--- config.mk ---
export PLATFORM = sky130hd
export DESIGN_NAME = booth_divider_24by12
export DESIGN_NICKNAME = d
export VERILOG_FILES = /design/src/rtl/booth_divider_24by12.sv
export SDC_FILE = /design/constraint.sdc
export NUM_CORES = 1
export LEC_CHECK = 0
export CAP_MARGIN = 15
export CORE_MARGIN = 4
export CORE_UTILIZATION = 45
export DETAILED_ROUTE_END_ITERATION = 7
export GPL_TIMING_DRIVEN = 0
export PLACE_DENSITY = 0.76
export SLEW_MARGIN = 20
export SYNTH_ARGS = -nofsm -noshare
export SYNTH_HDL_FRONTEND = slang
export SYNTH_SLANG_ARGS = --single-unit
--- constraint.sdc ---
create_clock -name clk -period 13.5 [get_ports clk]
set_clock_uncertainty 0.05 [all_clocks]
set_input_delay 2.025 -clock clk [delete_from_list [all_inputs] [get_ports clk]]
set_output_delay 2.025 -clock clk [all_outputs]
set_load 0.03 [all_outputs]
--- src/rtl/booth_divider_24by12.sv ---
// rtl/booth_divider_24by12.sv - sequential radix-4 restoring divider, 2N-bit dividend / N-bit divisor
// Retires two quotient bits per cycle using trial subtractions of D, 2D and 3D.
`timescale 1ns/1ps
module booth_divider_24by12 #(
   parameter int N = 12
) (
   input  logic           clk,
   input  logic           rst_n,
   input  logic           in_valid,
   output logic           in_ready,
   input  logic [2*N-1:0] dividend,
   input  logic [N-1:0]   divisor,
   output logic           out_valid,
   input  logic           out_ready,
   output logic [N-1:0]   quotient,
   output logic [N-1:0]   remainder,
   output logic           div_by_zero,
   output logic           overflow
);
   localparam int CW = $clog2(N/2 + 1);
   localparam logic [CW-1:0] LAST = CW'(N/2 - 1);

   typedef enum logic [1:0] {IDLE, CALC, DONE} state_t;
   state_t state, state_nxt;

   logic [N-1:0]  pr, low, qacc, d1;
   logic [N+1:0]  d2, d3, t;
   logic [CW-1:0] cnt;
   logic [1:0]    digit;
   logic [N-1:0]  sub, pr_nxt, q_nxt;
   logic          zero_div, hi_ge;

   assign in_ready  = (state == IDLE);
   assign out_valid = (state == DONE);
   assign zero_div  = (divisor == '0);
   assign hi_ge     = (dividend[2*N-1:N] >= divisor);

   always_ff @(posedge clk or negedge rst_n) begin
      if (!rst_n) state <= IDLE;
      else        state <= state_nxt;
   end

   always_comb begin
      state_nxt = state;
      case (state)
         IDLE: if (in_valid) state_nxt = (zero_div || hi_ge) ? DONE : CALC;
         CALC: if (cnt == LAST) state_nxt = DONE;
         DONE: if (out_ready) state_nxt = IDLE;
         default: state_nxt = IDLE;
      endcase
   end

   // The result is below D < 2^N, so the subtraction can be done modulo 2^N.
   always_comb begin
      t     = {pr, low[N-1:N-2]};
      digit = 2'd0;
      sub   = '0;
      if (t >= d3) begin
         digit = 2'd3;
         sub   = d3[N-1:0];
      end else if (t >= d2) begin
         digit = 2'd2;
         sub   = d2[N-1:0];
      end else if (t >= {2'b00, d1}) begin
         digit = 2'd1;
         sub   = d1;
      end
      pr_nxt = t[N-1:0] - sub;
      q_nxt  = {qacc[N-3:0], digit};
   end

   always_ff @(posedge clk or negedge rst_n) begin
      if (!rst_n) begin
         pr          <= '0;
         low         <= '0;
         qacc        <= '0;
         d1          <= '0;
         d2          <= '0;
         d3          <= '0;
         cnt         <= '0;
         quotient    <= '0;
         remainder   <= '0;
         div_by_zero <= 1'b0;
         overflow    <= 1'b0;
      end else begin
         case (state)
            IDLE: if (in_valid) begin
               d1   <= divisor;
               d2   <= {1'b0, divisor, 1'b0};
               d3   <= {1'b0, divisor, 1'b0} + {2'b00, divisor};
               pr   <= dividend[2*N-1:N];
               low  <= dividend[N-1:0];
               qacc <= '0;
               cnt  <= '0;
               if (zero_div) begin
                  div_by_zero <= 1'b1;
                  quotient    <= '1;
                  remainder   <= dividend[N-1:0];
               end else if (hi_ge) begin
                  overflow  <= 1'b1;
                  quotient  <= '1;
                  remainder <= '0;
               end
            end
            CALC: begin
               pr   <= pr_nxt;
               low  <= {low[N-3:0], 2'b00};
               qacc <= q_nxt;
               cnt  <= cnt + CW'(1);
               if (cnt == LAST) begin
                  quotient  <= q_nxt;
                  remainder <= pr_nxt;
               end
            end
            DONE: if (out_ready) begin
               div_by_zero <= 1'b0;
               overflow    <= 1'b0;
            end
            default: ;
         endcase
      end
   end
endmodule

* Word level (Yosys, flattened, before mapping)
Index checks and enable logic that the tools add are counted.
** Cells by class
- $add $sub $neg :: 3
- $lt $le $gt $ge :: 4
- Reductions and logical operators :: 11
- Mux-type cells :: 37
- Eq/ne operators :: 10
** Operator list (number)
- $mux 12 :: 13
- $pmux 12 s2 :: 4
- $pmux 10 s2 :: 1
- $add 13x12->14 :: 1
- $ge 14x12->1 :: 1
- $ge 14x13->1 :: 1
- $ge 14x14->1 :: 1
- $ge 12x12->1 :: 1
- $logic_not 12->1 :: 1
- $mux 2 :: 6
- $sub 12x12->12 :: 1
- $mux 10 :: 1
- $reduce_and 4->1 :: 2
- $mux 1 :: 7
- $ne 2x1->1 const B :: 3
- $ne 2x2->1 const B :: 3
- $pmux 2 s3 :: 1
- $pmux 3 s2 :: 1
- $reduce_and 5->1 :: 1
- $pmux 1 s2 :: 2
- $reduce_and 2->1 :: 2
- $reduce_bool 2->1 :: 2
- $add 3x1->3 const B :: 1
- $eq 3x3->1 const B :: 1
- other kinds (7) :: 7
** Storage, ports and cells
- Word-level logic and storage cells :: 76
- Register bits after elaboration :: 91
- Output and inout bits :: 28

* Logic depth before layout (Yosys ltp)
Gate-level depths: netlist (run 1).
- Depth after elaboration :: 7
- Mapped depth :: 21
- Mapped depth without buffers :: 21

* Worst setup path before layout (run 1)
No wires, ideal clock.
- Path kind :: flip-flop to flip-flop
- From :: reg low[11]
- To :: reg remainder[11]
- Setup slack :: 9.220 ns
- Data arrival time :: 4.144 ns
- Clock period less this slack :: 4.280 ns
- Buffers on the path :: 1
- Cell stages (with the launch flop) :: 22
- Library setup time :: 0.086 ns
- Cells stage by stage :: dfrtp_1 -> inv_1 -> ha_1 -> nand2b_1 -> a31oi_1 -> o41ai_1 -> o211ai_1 -> nor3b_1 -> clkbuf_1 -> a22oi_1 -> nor2_1 -> a21oi_1 -> ha_1 -> o21a_1 -> o31a_1 -> o41a_1 -> a41o_1 -> o21ai_2 -> nand2b_1 -> a21oi_2 -> xnor3_1 -> o221ai_2
** On the way
- Cells in the longest elaborated chain, start to end :: 7
** RTL lines
- from (decl) :: line 26 : logic [N-1:0] pr, low, qacc, d1;
- from (signal assigned) :: line 92 : low <= dividend[N-1:0];
- from (signal assigned) :: line 107 : low <= {low[N-3:0], 2'b00};
- $ge 14x12->1 :: line 64 : end else if (t >= {2'b00, d1}) begin
- $mux 12 :: line 64
- $mux 12 :: line 61 : end else if (t >= d2) begin
- $mux 12 :: line 58 : if (t >= d3) begin
- $sub 12x12->12 * :: line 68 : pr_nxt = t[N-1:0] - sub;
- $mux 12 * :: line 110 : if (cnt == LAST) begin
- $pmux 12 s2 * :: line 86 : case (state)
- to (signal assigned) :: line 98 : remainder <= dividend[N-1:0];
- to (signal assigned) :: line 112 : remainder <= pr_nxt;
- to (decl) :: line 16 : output logic [N-1:0] remainder,
Mark *: on every way between the ends. The rest lies on a longest branch, timed or not. The select of a mux whose other input is x is not followed.
A chain may end at the register's enable or synchronous reset.

* Worst setup path in the final report (run 1)
- From :: in divisor[1]
- To :: reg quotient[6]
** On the way
- Cells in the longest elaborated chain, start to end :: 4
** RTL lines
- from (decl) :: line 12 : input logic [N-1:0] divisor,
- parallel branches: the longest is 4 deep, another holds $ge 12x12->1
- to (signal assigned) :: line 111 : quotient <= q_nxt;
- to (decl) :: line 15 : output logic [N-1:0] quotient,
Parallel ways; which one is timed is not known. The select of a mux whose other input is x is not followed.

==> results_dict.tcl, run 1 <==
set metrics [dict create \
    setup_violations 0 \
    ant_nets 0 \
    htreeDepth 3 \
    globalplace.congestion 0.9210 \
    core_mm2 0.01282 \
    hold_buffers 0 \
    synth_top_area_frac 0.3764 \
    crit_fanout 10 \
    maxCapViolCount 0 \
    routed_wl_mm 16.56 \
    swShare 0.4828 \
    slew_headroom 0.4471 \
    p_sw_w 0.0009992 \
    status "complete, no violations" \
    n_antenna_cell 0 \
    min_period_ns 5.196 \
    synthArstFlopShare 1.000 \
    cts_buffer_depth 2 \
    wl_per_cell_um 17.52 \
    grt_overflow 0 \
    grt_first_pass_wirelength_mm 26.57 \
    rows 41 \
    cts_buffers 9 \
    p_comb_frac 0.635 \
    io_pins 68 \
    dieArea_mm2 0.01521 \
    dr_wl_met3_um 915 \
    final_layout_size_suffix_gt1_frac 0.03364 \
    synth-seq-cells 90 \
    synth_area_leaders "dfrtp_1, ha_1, nand2_1" \
    ys.flop_type "dfrtp_1" \
    end_kind "flop" \
    drtIter0Drc 407 \
    cts-resized-gates 0 \
    syn_inst 689 \
    cp.required_ns 13.66 \
    cts_tree "done" \
    hp-class "flop to flop" \
    critPathKind "input port to flop" \
    hold_violations 0 \
    ir_worst_vdd_uv 127.2 \
    port_buffers 67 \
    rsz0062_at_grt "no" \
    wl_met1_mm 7.703 \
    period_share 0.3849 \
    die_x_um 123.3 \
    routed.top_layer "met4" \
    ys_warn_count 0 \
    root_buffer "clkbuf_16" \
    synth_area_mm2 0.005983 \
    synth_edf_count 0 \
    initial_core_util 0.4665 \
    power_density_mw_per_mm2 288.1 \
    clk_pin_slew_ns 0.06 \
    grt_max_degree 61 \
    worst_ep_arrival_time_ns 5.35 \
    fin_tns_setup_ns 0 \
    antenna_found_initial 0 \
    drc_errors 0 \
    power_w 0.002070 \
    die_h_um 123.3 \
    avgSynthCellArea_um2 8.684 \
    cts_setup_buffers 0 \
    grt_use_total 0.2273 \
    p_int_w 0.001070 \
    vias 5289 \
    dp_hpwl_mm 12.67 \
    clkLatencyLatePin_ns 0.35 \
    synth_top_cell_by_area "dfrtp_1" \
    synth_nets 812 \
    ys_seq_area_frac 0.3764 \
    syn_to_final_growth_pct 20.08 \
    grt_pass1_vias 5160 \
    total_leakage_power_nw 3.316 \
    maxSlewViolCount 0 \
    tightest_slew_ns 0.8294 \
    detail_route.vias_per_cell 5.597 \
    p_seq_frac 0.246 \
    clkPwrFrac 0.119 \
    cts_sinks 90 \
    critPathLaunchType "input port" \
    firstDrtPassIters 5 \
    fmax_mhz 192.5 \
    synth.distinct_cells 52 \
    wl_met2_mm 7.587 \
    final_nets 891 \
]
## metrics by stage
step	worst slack [ns]	area, um^2	instances	hold slack [ns]	util
after floorplan	9.220	5983	689	0.3968	-
after global placement	6.971	6869	928	0.4082	0.5356
after detailed placement	8.032	6898	929	0.4173	0.5379
after CTS	8.353	7184	945	0.4348	0.5602
after global routing	8.061	7184	945	0.4506	0.5602
final	8.304	7184	945	0.4341	0.5602
## critical path: stages
cell and delay [ns]:
clkdlybuf4s50_1 0.54, inv_1 0.12, ha_1 0.29, a21o_1 0.10
a21o_1 0.10, a21oi_1 0.09, o21ai_0 0.41, a21oi_1 0.20
a22oi_1 0.40, clkbuf_1 0.47, buf_1 0.45, a21oi_1 0.15
## cell usage in the layout, fill, tap and decap left out, types with 9 or more instances in the layout
cell	instances
clkbuf_1	26
a31oi_1	17
xnor2_1	11
o21ai_0	58
a21oi_1	49
clkbuf_16	9
a22oi_1	21
nor2_1	67
mux2i_1	11
inv_1	59
nand2_1	86
clkdlybuf4s50_1	66
ha_1	81
dfrtp_1	90
nand3_1	21
## routing by layer
| metal | vias up | GRT usage |
|---|---|---|
| met4 | 0 | 0.08443 |
| li1 | 2564 | - |
| met3 | 24 | 0.03660 |
| met5 | - | 0 |
| met2 | 164 | 0.3564 |
| met1 | 2537 | 0.3173 |
## cells in the mapped netlist (11+ instances only)
master	n
nor2_1	67
a21oi_1	49
o21ai_0	58
dfrtp_1	90
xnor2_1	11
mux2i_1	11
a22oi_1	21
ha_1	81
clkbuf_1	26
a31oi_1	17
nand2_1	86
inv_1	59
nand3_1	21
## cell type report
class / instances / area [um^2]
Fill cell: 1204 / 5640
Multi-Input combinational cell: 510 / 3397
Sequential cell: 90 / 2252
Timing Repair Buffer: 68 / 699.4
Clock buffer: 10 / 239.0
Inverter: 59 / 221.5
Tap cell: 172 / 215.2
Buffer: 30 / 112.6
Clock inverter: 6 / 47.55
## registers in the layout, summed over array words and instances (netlist names), 3 cells and up
signal	count
low	12
cnt	3
quotient	12
d3	14
d2	11
qacc	10
pr	12
remainder	12
## path summary, 6_finish.rpt
check,start,to,slack [ns],cells past startpoint
worst max register to register,low[11],remainder[11],8.31,21
worst min register to register,low[6],low[6],0.43,2
max in group asynchronous,rst_n,remainder[9],11.30,2
worst min-delay path,low[6],low[6],0.43,2
worst max-delay path,divisor[1],quotient[6],8.30,12
min in group asynchronous,rst_n,d2[11],1.50,1
## power groups by stage
stage / Combinational, W / Sequential (W) / Clock, W
after floorplan: 0.000886 / 0.000543 / 0
after global placement: 0.00126 / 0.000509 / 0
after detailed placement: 0.00129 / 0.000511 / 0
after CTS: 0.00130 / 0.000508 / 0.000248
after global routing: 0.00146 / 0.000524 / 0.000259
final: 0.00131 / 0.000510 / 0.000247
## logic make-up (layout without fill, tap and decap cells)
group / Yosys count / count (layout) / share of synthesized area
compound gates: 191 / 191 / 0.1959
xor+xnor: 15 / 15 / 0.02426
fa+ha+maj: 83 / 83 / 0.1761
buf+inv: 89 / 173 / 0.05583
flops: 90 / 90 / 0.3764
mux: 11 / 11 / 0.01840
simple gates: 210 / 210 / 0.1531
Power figures use the tool's default switching activity.
==> run 2: changes to the inputs <==
==> constraint.sdc (replaced) <==
create_clock -name clk -period 4.95 [get_ports clk]
set_clock_uncertainty 0.05 [all_clocks]
set_input_delay 0.7425 -clock clk [delete_from_list [all_inputs] [get_ports clk]]
set_output_delay 0.7425 -clock clk [all_outputs]
set_load 0.03 [all_outputs]
==> run 2 against run 1 <==
Clock-buffer cell count is the same; sequential power grew to 2.7 times the previous value; wire length is essentially flat; largest cell class unchanged; critical path type is now flop to flop; combinational power grew to 2.8 times the previous value; worst hold slack lost 0.21 ns; cell count grew 0.42%.
==> results_dict.tcl, run 2 (synthesis gave the netlist of run 1 again) <==
set metrics [dict create \
    status "complete, no violations" \
    mostFrequentLayoutCells "dfrtp_1, nand2_1, ha_1, nor2_1, clkdlybuf4s50_1" \
    crit_slowest_cell "dfrtp_1" \
    drc_errors 0 \
    core_mm2 0.01282 \
    die_h_um 123.3 \
    hold_ws_ns 0.2200 \
    fmax_mhz 208.7 \
    tightest_slew_ns 0.8179 \
    total_leakage_power_nw 3.350 \
    final_layout_size_suffix_gt1_frac 0.04505 \
    cpMostUsedCell "ha_1" \
    htreeDepth 3 \
    grt_overflow 0 \
    clkLatencyLatePin_ns 0.35 \
    hold_violations 0 \
    grt_pass1_vias 5165 \
    routed_wl_mm 16.56 \
    root_buffer "clkbuf_16" \
    seq_area_mm2 0.002252 \
    antenna_found_initial 0 \
    end_kind "flop" \
    largest_reg_flops 14 \
    worst_ep_arrival_time_ns 5.01 \
    crit_fanout 10 \
    grt_max_degree 61 \
    syn_to_final_growth_pct 20.81 \
    io_pins 68 \
    min_period_ns 4.791 \
    globalplace.congestion 0.9210 \
    die_x_um 123.3 \
    ff2ff_setup_slack_ns 0.16 \
    initial_core_util 0.4665 \
    max_stage_delay_ns 0.46 \
    cp_num_buf_inv 2 \
    cp.required_ns 5.17 \
    cts_tree "done" \
    vias 5300 \
    critPathLaunchType "flop" \
    slew_headroom 0.4548 \
    hold_buffers 0 \
    cp_top_family "compound AO/OA/AOI/OAI gates" \
    postLayoutCoreUtil 0.5636 \
    n_antenna_cell 0 \
    largest_register "d3" \
    multiInputGateArea_mm2 0.003403 \
    detail_route.vias_per_cell 5.585 \
    period_share 0.9679 \
    maxCapViolCount 0 \
    power_density_mw_per_mm2 790.9 \
    setup_violations 0 \
    drtIter0Drc 494 \
    dieArea_mm2 0.01521 \
    cts_buffers 9 \
    dp_hpwl_mm 12.67 \
    critPathKind "flop to flop" \
    firstDrtPassIters 6 \
    wl_per_cell_um 17.45 \
    cts_buffer_depth 2 \
    grt_use_total 0.2278 \
    final_nets 895 \
    grt_first_pass_wirelength_mm 26.63 \
    rows 41 \
    port_buffers 67 \
    hp-class "input port to async pin" \
    fillerInstances 1202 \
    crit_chain "ha_1 -> and4_1 -> nand3_1 -> o221ai_1 -> a21oi_1 -> o211ai_1 -> buf_4 -> a21o_1 -> inv_1 -> ha_1 -> nor2b_4 -> o31a_1 -> o41a_1 -> a41o_1 -> o21ai_2 -> nand2b_1 -> a21oi_2 -> xnor3_1 -> o221ai_2" \
    clk_pin_slew_ns 0.07 \
    cts_sinks 90 \
    mostFrequentLayoutCell "dfrtp_1" \
    maxSlewViolCount 0 \
    ant_nets 0 \
    ir_worst_vdd_uv 346.3 \
]
## run 2: cell count changes in the layout (fill, tap and decap cells not counted), sizes merged
cell,before,now
clkbuf,36,35
buf,6,11
## run 2: report_power, final
group	leakage [nW]	switching (W)	internal, W
registers	1.08	0.000309	0.00108
clock network	0.139	0.000313	0.000359
logic	2.13	0.00211	0.00154
total	3.35	0.00273	0.00298
## run 2: per-stage QoR
stage          setup TNS [ns]  power [W]  worst slack (ns)  instances  instance area [um^2]
6_report                    0   0.005717            0.1588        949                  7228
5_1_grt              -0.08132   0.006200          -0.04418        949                  7228
4_1_cts                     0   0.005606           0.01119        945                  7189
3_5_place_dp          -0.1307   0.004899          -0.07164        929                  6898
3_3_place_gp           -26.06   0.004824           -0.2962        928                  6869
2_1_floorplan               0   0.003895            0.6703        689                  5983
## run 2: path summary, 6_finish.rpt
path | start | to | depth (start not counted)
setup / recovery | pr[3] | remainder[11] | 19
hold / removal | rst_n | d2[5] | 1
setup reg to reg | pr[3] | remainder[11] | 19
hold reg to reg | low[6] | low[6] | 2
max in group asynchronous | rst_n | quotient[0] | 2
min in group clk | low[6] | low[6] | 2
## run 2: layout make-up
cell class / instances / share of cell area
multi-input cells: 510 / 0.4708
flip-flops and latches: 90 / 0.3116
repair buffers: 72 / 0.1009
clock buffers: 10 / 0.03306
inverters: 59 / 0.03064
well taps: 172 / 0.02977
plain buffers: 30 / 0.01662
clock inverters: 6 / 0.006578
## run 2: what timing repair did
item                       in CTS  in global routing
setup buffers                   0                  4
gates cloned                    0                  0
setup endpoints to repair       2                 10
resized for setup               1                 12
pin swaps                       1                  3
## run 2: worst register-to-register path, cell delays in order, from the launching register on
cell	delay, ns
dfrtp_1	0.46
ha_1	0.33
and4_1	0.19
nand3_1	0.08
o221ai_1	0.28
a21oi_1	0.14
o211ai_1	0.46
buf_4	0.27
a21o_1	0.19
inv_1	0.06
ha_1	0.27
nor2b_4	0.13
o31a_1	0.28
o41a_1	0.36
a41o_1	0.27
o21ai_2	0.14
nand2b_1	0.09
a21oi_2	0.16
xnor3_1	0.37
o221ai_2	0.16
## run 2: layer usage
metal / routed length (um) / share of wire / global-route usage / vias to the layer above
li1: - / - / - / 2572
met1: 7644 / 0.46 / 0.3173 / 2543
met2: 7595 / 0.46 / 0.3585 / 161
met3: 954 / 0.058 / 0.03660 / 24
met4: 364 / 0.022 / 0.08443 / 0
met5: 0 / 0 / 0 / -
